$ cat config.mk
export PLATFORM = sky130hd
export DESIGN_NAME = instr_cache
export DESIGN_NICKNAME = d
export VERILOG_FILES = /design/src/rtl/instr_cache.sv
export SDC_FILE = /design/constraint.sdc
export NUM_CORES = 1
export LEC_CHECK = 0
export CORE_UTILIZATION = 30
export CTS_CLUSTER_SIZE = 16
export DETAILED_ROUTE_END_ITERATION = 8
export MAX_ROUTING_LAYER = met4
export PLACE_DENSITY = 0.43
export RECOVER_POWER = 100
export REMOVE_ABC_BUFFERS = 1
export SYNTH_ARGS = -nofsm -noshare
export SYNTH_HDL_FRONTEND = slang
export SYNTH_SLANG_ARGS = --single-unit
$ cat constraint.sdc
create_clock -name CLK -period 14.19 [get_ports CLK]
set_input_delay 2.838 -clock CLK [delete_from_list [all_inputs] [get_ports CLK]]
set_output_delay 2.838 -clock CLK [all_outputs]
set_load 0.01 [all_outputs]
$ cat src/rtl/instr_cache.sv
// Direct-mapped, read-only instruction cache. A hit returns the word in the same cycle.
// A miss stalls the cpu for 1 + memory latency + 1 cycles while one block is fetched.
module instr_cache #(
    parameter  int unsigned ADDR_WIDTH      = 10,
    parameter  int unsigned NUM_BLOCKS      = 8,
    parameter  int unsigned WORDS_PER_BLOCK = 4,
    localparam int unsigned OFFSET_BITS     = $clog2(WORDS_PER_BLOCK),
    localparam int unsigned INDEX_BITS      = $clog2(NUM_BLOCKS),
    localparam int unsigned BLK_BITS        = ADDR_WIDTH - 2 - OFFSET_BITS,
    localparam int unsigned TAG_BITS        = BLK_BITS - INDEX_BITS
) (
    input  logic                            CLK,
    input  logic                            RESET,
    input  logic [31:0]                     PC,
    output logic [31:0]                     INSTRUCTION,
    output logic                            BUSYWAIT,
    output logic                            MEM_READ,
    output logic [BLK_BITS-1:0]             MEM_ADDRESS,
    input  logic [32*WORDS_PER_BLOCK-1:0]   MEM_READDATA,
    input  logic                            MEM_BUSYWAIT
);

    typedef enum logic [1:0] {S_IDLE, S_READ, S_UPDATE} state_t;

    state_t                                 state_q, state_d;
    logic [BLK_BITS-1:0]                    blk_q, blk_d;
    logic [NUM_BLOCKS-1:0]                  valid_q;
    logic [TAG_BITS-1:0]                    tag_q  [NUM_BLOCKS];
    logic [WORDS_PER_BLOCK-1:0][31:0]       data_q [NUM_BLOCKS];
    logic [WORDS_PER_BLOCK-1:0][31:0]       buf_q;

    logic [OFFSET_BITS-1:0]                 pc_offset;
    logic [INDEX_BITS-1:0]                  pc_index;
    logic [TAG_BITS-1:0]                    pc_tag;
    logic [BLK_BITS-1:0]                    pc_blk;
    logic [INDEX_BITS-1:0]                  fill_index;
    logic                                   hit;
    logic                                   unused_pc_bits;

    assign pc_offset      = PC[2 +: OFFSET_BITS];
    assign pc_index       = PC[2 + OFFSET_BITS +: INDEX_BITS];
    assign pc_tag         = PC[2 + OFFSET_BITS + INDEX_BITS +: TAG_BITS];
    assign pc_blk         = PC[2 + OFFSET_BITS +: BLK_BITS];
    assign fill_index     = blk_q[INDEX_BITS-1:0];
    assign hit            = valid_q[pc_index] && (tag_q[pc_index] == pc_tag);
    assign unused_pc_bits = ^{PC[31:ADDR_WIDTH], PC[1:0]};

    always_ff @(posedge CLK or negedge RESET) begin
        if (!RESET) begin
            state_q <= S_IDLE;
            blk_q   <= '0;
            valid_q <= '0;
        end else begin
            state_q <= state_d;
            blk_q   <= blk_d;
            if (state_q == S_UPDATE) valid_q[fill_index] <= 1'b1;
        end
    end

    // Line storage needs no reset; an aborted refill leaves state_q out of S_UPDATE.
    always_ff @(posedge CLK) begin
        if (state_q == S_READ && !MEM_BUSYWAIT) buf_q <= MEM_READDATA;
        if (state_q == S_UPDATE) begin
            data_q[fill_index] <= buf_q;
            tag_q[fill_index]  <= blk_q[BLK_BITS-1 -: TAG_BITS];
        end
    end

    always_comb begin
        state_d = state_q;
        blk_d   = blk_q;
        case (state_q)
            S_IDLE: begin
                if (!hit) begin
                    blk_d   = pc_blk;
                    state_d = S_READ;
                end
            end
            S_READ:   if (!MEM_BUSYWAIT) state_d = S_UPDATE;
            S_UPDATE: state_d = S_IDLE;
            default:  state_d = S_IDLE;
        endcase
    end

    // Outputs are forced quiet while RESET is held, even though PC may miss.
    always_comb begin
        INSTRUCTION = '0;
        BUSYWAIT    = 1'b0;
        MEM_READ    = 1'b0;
        MEM_ADDRESS = '0;
        if (RESET) begin
            case (state_q)
                S_IDLE: begin
                    BUSYWAIT    = !hit;
                    INSTRUCTION = data_q[pc_index][pc_offset];
                end
                S_READ: begin
                    BUSYWAIT    = 1'b1;
                    MEM_READ    = 1'b1;
                    MEM_ADDRESS = blk_q;
                end
                S_UPDATE: BUSYWAIT = 1'b1;
                default:  BUSYWAIT = 1'b0;
            endcase
        end
    end

endmodule

### Yosys cells after proc, flatten, opt, wreduce, memory -nomap -nowiden

Memory sizes are Yosys's and may differ from the RTL's.
Index checks and enable logic that the tools add are counted.

| cells by class | value |
|---|---|
| $lt $le $gt $ge | 4 |
| equality and inequality tests | 5 |
| muxes and demuxes | 19 |
| bitwise logic cells | 2 |
| reduce and logical (&&, ||, !) cells | 9 |

Operator list:

| kind | count |
|---|---|
| two-way mux 32 bit | 3 |
| binary-select mux 32 bit (select 2 bit) | 1 |
| two-way mux 6 bit | 2 |
| less-than comparator 3 x 4 -> 1 bit, second input constant | 2 |
| bitwise OR 8 bit | 1 |
| two-way mux 1 bit | 7 |
| two-way mux 2 bit | 2 |
| inequality test 2 bit, second input constant | 2 |
| case mux 2 bit (2 select lines) | 1 |
| AND reduction 2 bit | 2 |
| binary-select mux 1 bit (select 3 bit) | 1 |
| demux 1 bit (select 3 bit) | 1 |
| equality test 3 bit | 1 |
| >= comparator 3 x 1 -> 1 bit, second input constant | 1 |
| logical AND 1 bit | 3 |
| less-than comparator 2 x 3 -> 1 bit, second input constant | 1 |
| equality test 2 x 1 -> 1 bit, second input constant | 1 |
| equality test 2 bit, second input constant | 1 |
| zero test 1 bit | 2 |
| zero test 2 bit | 1 |
| case mux 1 bit (2 select lines) | 1 |
| OR reduction 2 bit | 1 |
| NOT 1 bit | 1 |

| word-level totals | value |
|---|---|
| register bits after elaboration | 144 |
| RAM bits | 1,048 |
| bits of input ports | 163 |
| logic and storage cells | 48 |
| memories kept | 2 |

Memories:

| memory | words | bits a word | read ports | clocked after Yosys merged registers in | write ports | RTL line | text |
|---|---|---|---|---|---|---|---|
| data_q | 8 | 128 | 1 | 0 | 1 | 29 | `logic [WORDS_PER_BLOCK-1:0][31:0] data_q [NUM_BLOCKS];` |
| tag_q | 8 | 3 | 1 | 0 | 1 | 28 | `logic [TAG_BITS-1:0] tag_q [NUM_BLOCKS];` |

### Depth between registers and ports, before layout

| depth | value |
|---|---|
| depth after elaboration | 6 |
| depth in mapped cells | 9 |

### Worst setup path before layout

Ideal clock, no wire load.

| path | value |
|---|---|
| kind | register -> register |
| start point | reg state_q[0] |
| end point | reg valid_q[0] |
| data arrival time | 10.464 ns |
| required time | 14.068 ns |
| path slack | 3.604 ns |
| cell stages (with the launch flop) | 6 |
| cells stage by stage | dfrtp_1 -> inv_1 -> ha_1 -> nand2b_1 -> nor3_1 -> or2_2 |

| between the ends | value |
|---|---|
| word-level cells in the longest chain between the ends | 1 |

RTL lines:

| what | RTL line | text |
|---|---|---|
| start, declared | 25 | `state_t state_q, state_d;` |
| start signal, assigned | 54 | `state_q <= state_d;` |
| equality test 2 bit | 56 | `if (state_q == S_UPDATE) valid_q[fill_index] <= 1'b1;` |
| end signal, assigned | 52 | `valid_q <= '0;` |
| end signal, assigned by index | 56 |  |
| end, declared | 27 | `logic [NUM_BLOCKS-1:0] valid_q;` |

Every way passes these cells.
A chain may end at the register's enable or synchronous reset.

### Worst setup path after layout

| path | value |
|---|---|
| start point | in RESET |
| end point | out INSTRUCTION[6] |

| between the ends | value |
|---|---|
| word-level cells in the longest chain between the ends | 1 |

RTL lines:

| what | RTL line | text |
|---|---|---|
| start, declared | 13 | `input logic RESET,` |
| two-way mux 32 bit | 91 | `if (RESET) begin` |
| end, declared | 15 | `output logic [31:0] INSTRUCTION,` |

Every way passes these cells.

==> key figures <==
Timing
  – Max-slew headroom: -440.0%
  – Tcrit/Tclk final: around four fifths
  – Final count of negative-setup-slack endpoints: 0
  – Post-route clock skew: ~0.032 ns
  – Worst Slack Setup Final: around 2.9 ns
  – Fin crit period: 11.28 ns
  – Unrepaired setup endpoints after global routing: no
  – F_max: 88.67 MHz
  – Worst Max-Slew Pin Slew: 8.100 ns
  – Setup TNS: 0 ns
  – Final Hold Viols: 0
  – Final Max Slew Viols: between 1000 and 1500

Floorplanning
  – CORE AREA: approximately 0.15 mm2
  – Initial Util: between 30% and 40%
  – Chip Width: 386.9 um
  – I/O pins: between 200 and 250
  – Die height: roughly 390 um
  – Std cell rows: between 100 and 150
  – Die area: around 0.15 mm2

Finish
  – Final design utilization: 36.12%
  – P&R area growth vs syn: 18.87%
  – Multi-input gate area: between 0.008 and 0.009 mm2
  – Share of layout cells above drive strength 1: roughly 26%
  – Register area: 0.03571 mm2
  – Layout fillers: approximately 13000
  – Net count, final: ~2200
  – Commonest cells after routing, fill and taps aside: 1176 x edfxtp_1, 326 x mux4_2, 169 x dlygate4sd3_1
  – Most common cell after layout, fill and taps aside: edfxtp_1
  – Final cell count without fillers: slightly above 4000
  – N_diodes: 0

Worst hold path
  – Worst hold path type: register to register
  – Hold path startpoint: valid_q[4]$_DFFE_PN0P_
  – Hold Crit Depth: 1
  – WHS Endpoint: valid_q[4]$_DFFE_PN0P_

Place
  – GPL Wtd Cong: 0.6887
  – Post-Place Worst Slack: 4.949 ns
  – Port bufs: 178
  – Placed insts: 3785
  – Dpl hpwl: a little over 50 mm

Clock network
  – CTS resizes: 0
  – Clock Sinks: roughly 1200
  – CTS tree: yes
  – Clock Tree Buf Depth: 3
  – CTS H-Tree Depth: 4
  – Root Buffer: clkbuf_16
  – Hold_buf cts: 0
  – Clk_lat worst skew: 0.75 ns
  – Clock slew at reported path FFs: around 0.06 ns
  – CTS Buf Count: approximately 140
  – Post-CTS Setup Bufs: 0

Routing
  – Via density: 4.723
  – DRC: 0
  – DR pass1 iterations: 5
  – Post-Route WL: a little over 100 mm
  – DR WL/cell: about 25 um
  – Routed Antenna Nets: 0
  – Via count: 19060
  – Iter 0 DRT Violations: approximately 1400

Worst setup path
  – R2r setup slk: around 3.5 ns
  – Worst Setup Start Kind: input pin
  – R2r worst-path depth: 7
  – Crit path top cell by count: dlygate4sd3_1
  – CP max stage cell: nand2_1
  – WP data arrival: roughly 8.4 ns
  – Max Fanout on Critical Path: 32
  – FF-to-FF Start: state_q[0]$_DFFE_PN0P_
  – Worst path bufs/invs: 3
  – Crit end category: primary output
  – CP max stage delay: ~2.2 ns
  – Setup CP Type: input pin to primary output
  – Reg2reg end: data_q[5][115]$_DFFE_PP_
  – CP Data Required Time: ~11 ns
  – Critical-path cell list: dlygate4sd3_1 -> clkbuf_1 -> nand2_1 -> nor2_1 -> dlygate4sd3_1
  – Crit path max-delay family: simple AND/OR/NAND/NOR gates

Synth
  – Synth Flop Type: edfxtp_1
  – Adder-cell share of the synthesized area: less than 1%
  – Cell variety after synth: 30
  – #FFs+latches synth: 1192
  – Post-synthesis sequential area ratio: between 80% and 90%
  – Area leader, netlist: edfxtp_1
  – Ranking of synthesized cells by area: edfxtp_1 79%, mux4_2 17%, dfrtp_1 0.90%
  – Largest family of logic cells by synthesized area: multiplexers
  – Ys Warns: 0
  – Number of synthesized flops with an enable pin: between 1000 and 1500
  – Synth Area in Simple Gates: less than 1%
  – Mapped Cells: 1735
  – Syn avg cell area: 25.61 um2
  – Mux share of post-synthesis cell area: about 18%
  – Synth Area in XOR/XNOR: less than 1%
  – Top cell type's share of synthesized area: approximately four fifths
  – Mapped Area: about 0.044 mm2
  – Compound-gate portion of the synthesized area: 0.1126%
  – Async SR Flop Fraction: under 10%

GRT
  – Initial antenna violation count: 11
  – Number of global-route vias before repair: around 21000
  – Remaining Overflow, GRT: 0
  – Largest net degree at the start of global routing: 96
  – First-pass GRT wire length: approximately 150 mm
  – Tot GR Track Use: around 14%

Pwr
  – Comb pwr share: roughly 8.8%
  – Sequential share of power: around 52%
  – Pwr Density: ~170 mW/mm2
  – Sw Share: between 20% and 30%
  – Static leakage: 16.46 nW
  – Int Pwr: 0.006766 W
  – Max rail drop VDD: 0.09065 mV
  – Clk network pwr share: around two fifths
  – Net Switching: between 0.002 and 0.0025 W

Run
  – Max Cap Viol: 30

Outcome
  – Failing checks: capacitance limit, slew limit
  – Status: finished with violations
## synthesized netlist by cell type (2+ instances only)
library cell  number
nor2b_1            2
mux4_2           326
buf_1              9
buf_4             15
nor2_1            39
edfxtp_1        1176
xor2_1             2
clkbuf_1          33
and3_1             6
mux2_2             8
a22oi_1            2
mux2i_1           38
nand2_1            5
or2_2              8
nor3_1             2
buf_6              7
dfrtp_1           16
nand2b_1           4
ha_1               5
nand3_1            2
inv_1              5
buf_2             17
## kinds of logic (layout without fill, tap and decap cells)
group,after synthesis,count (layout)
flip-flops,1192,1192
multiplexers,372,372
buffers and inverters,86,469
AND/OR/NAND/NOR,71,71
AO/OA/AOI/OAI,7,7
adder cells (fa/ha/maj),5,5
XOR/XNOR,2,2
## state kept, by name (all words and copies together) (netlist names)
register,count
data_q,1024
buf_q,128
tag_q,24
valid_q,8
blk_q,6
state_q,2
## worst max-delay path by stage
stage,start,to,cells after the start
after floorplan,state_q[0]$_DFFE_PN0P_,valid_q[0]$_DFFE_PN0P_,5
after global placement,PC[5],INSTRUCTION[2],7
after detailed placement,PC[5],INSTRUCTION[2],7
after CTS,PC[5],INSTRUCTION[2],7
after global routing,state_q[0]$_DFFE_PN0P_,data_q[5][115]$_DFFE_PP_,7
final,RESET,INSTRUCTION[6],5
## worst register-to-register path: stages (launching register included)
cell	delay [ns]
dfrtp_1	0.42
inv_1	0.12
ha_1	0.19
nand2_1	0.15
nor2_1	1.98
clkbuf_1	1.93
clkbuf_1	2.72
clkbuf_1	2.69
## cell type report
cell class	count	area share (%)
inverters	5	0.03553
clock inverters	64	1.137
repair buffers	214	3.782
multi-input cells	457	15.68
flip-flops and latches	1192	67.61
well taps	1917	4.540
clock buffers	186	7.217
## power by group through the flow
stage                     clock network (W)  logic (W)  registers, W
after floorplan                           0   0.000412       0.00462
after global placement                    0   0.000848       0.00459
after detailed placement                  0   0.000846       0.00463
after CTS                           0.00355   0.000849       0.00456
after global routing                0.00368   0.000841       0.00464
final                               0.00345   0.000773       0.00459
## per-stage QoR
step | cell area, um2 | hold WS, ns | total power (W)
finish | 52830 | 0.4637 | 0.008807
global route | 52830 | 0.4720 | 0.009156
CTS | 53010 | 0.4685 | 0.008959
detailed placement | 48600 | 0.4552 | 0.005473
global placement | 48600 | 0.4463 | 0.005442
floorplan | 44010 | 0.4337 | 0.005036
## routing by layer
metal / vias up / global-route usage [%] / wire [um]
li1: 8073 / - / -
met1: 10400 / 19.76 / 47920
met2: 451 / 21.82 / 48440
met3: 139 / 2.567 / 4149
met4: 0 / 4.042 / 1941
met5: - / - / 0
Note: power is estimated with default switching activity, not from simulation.
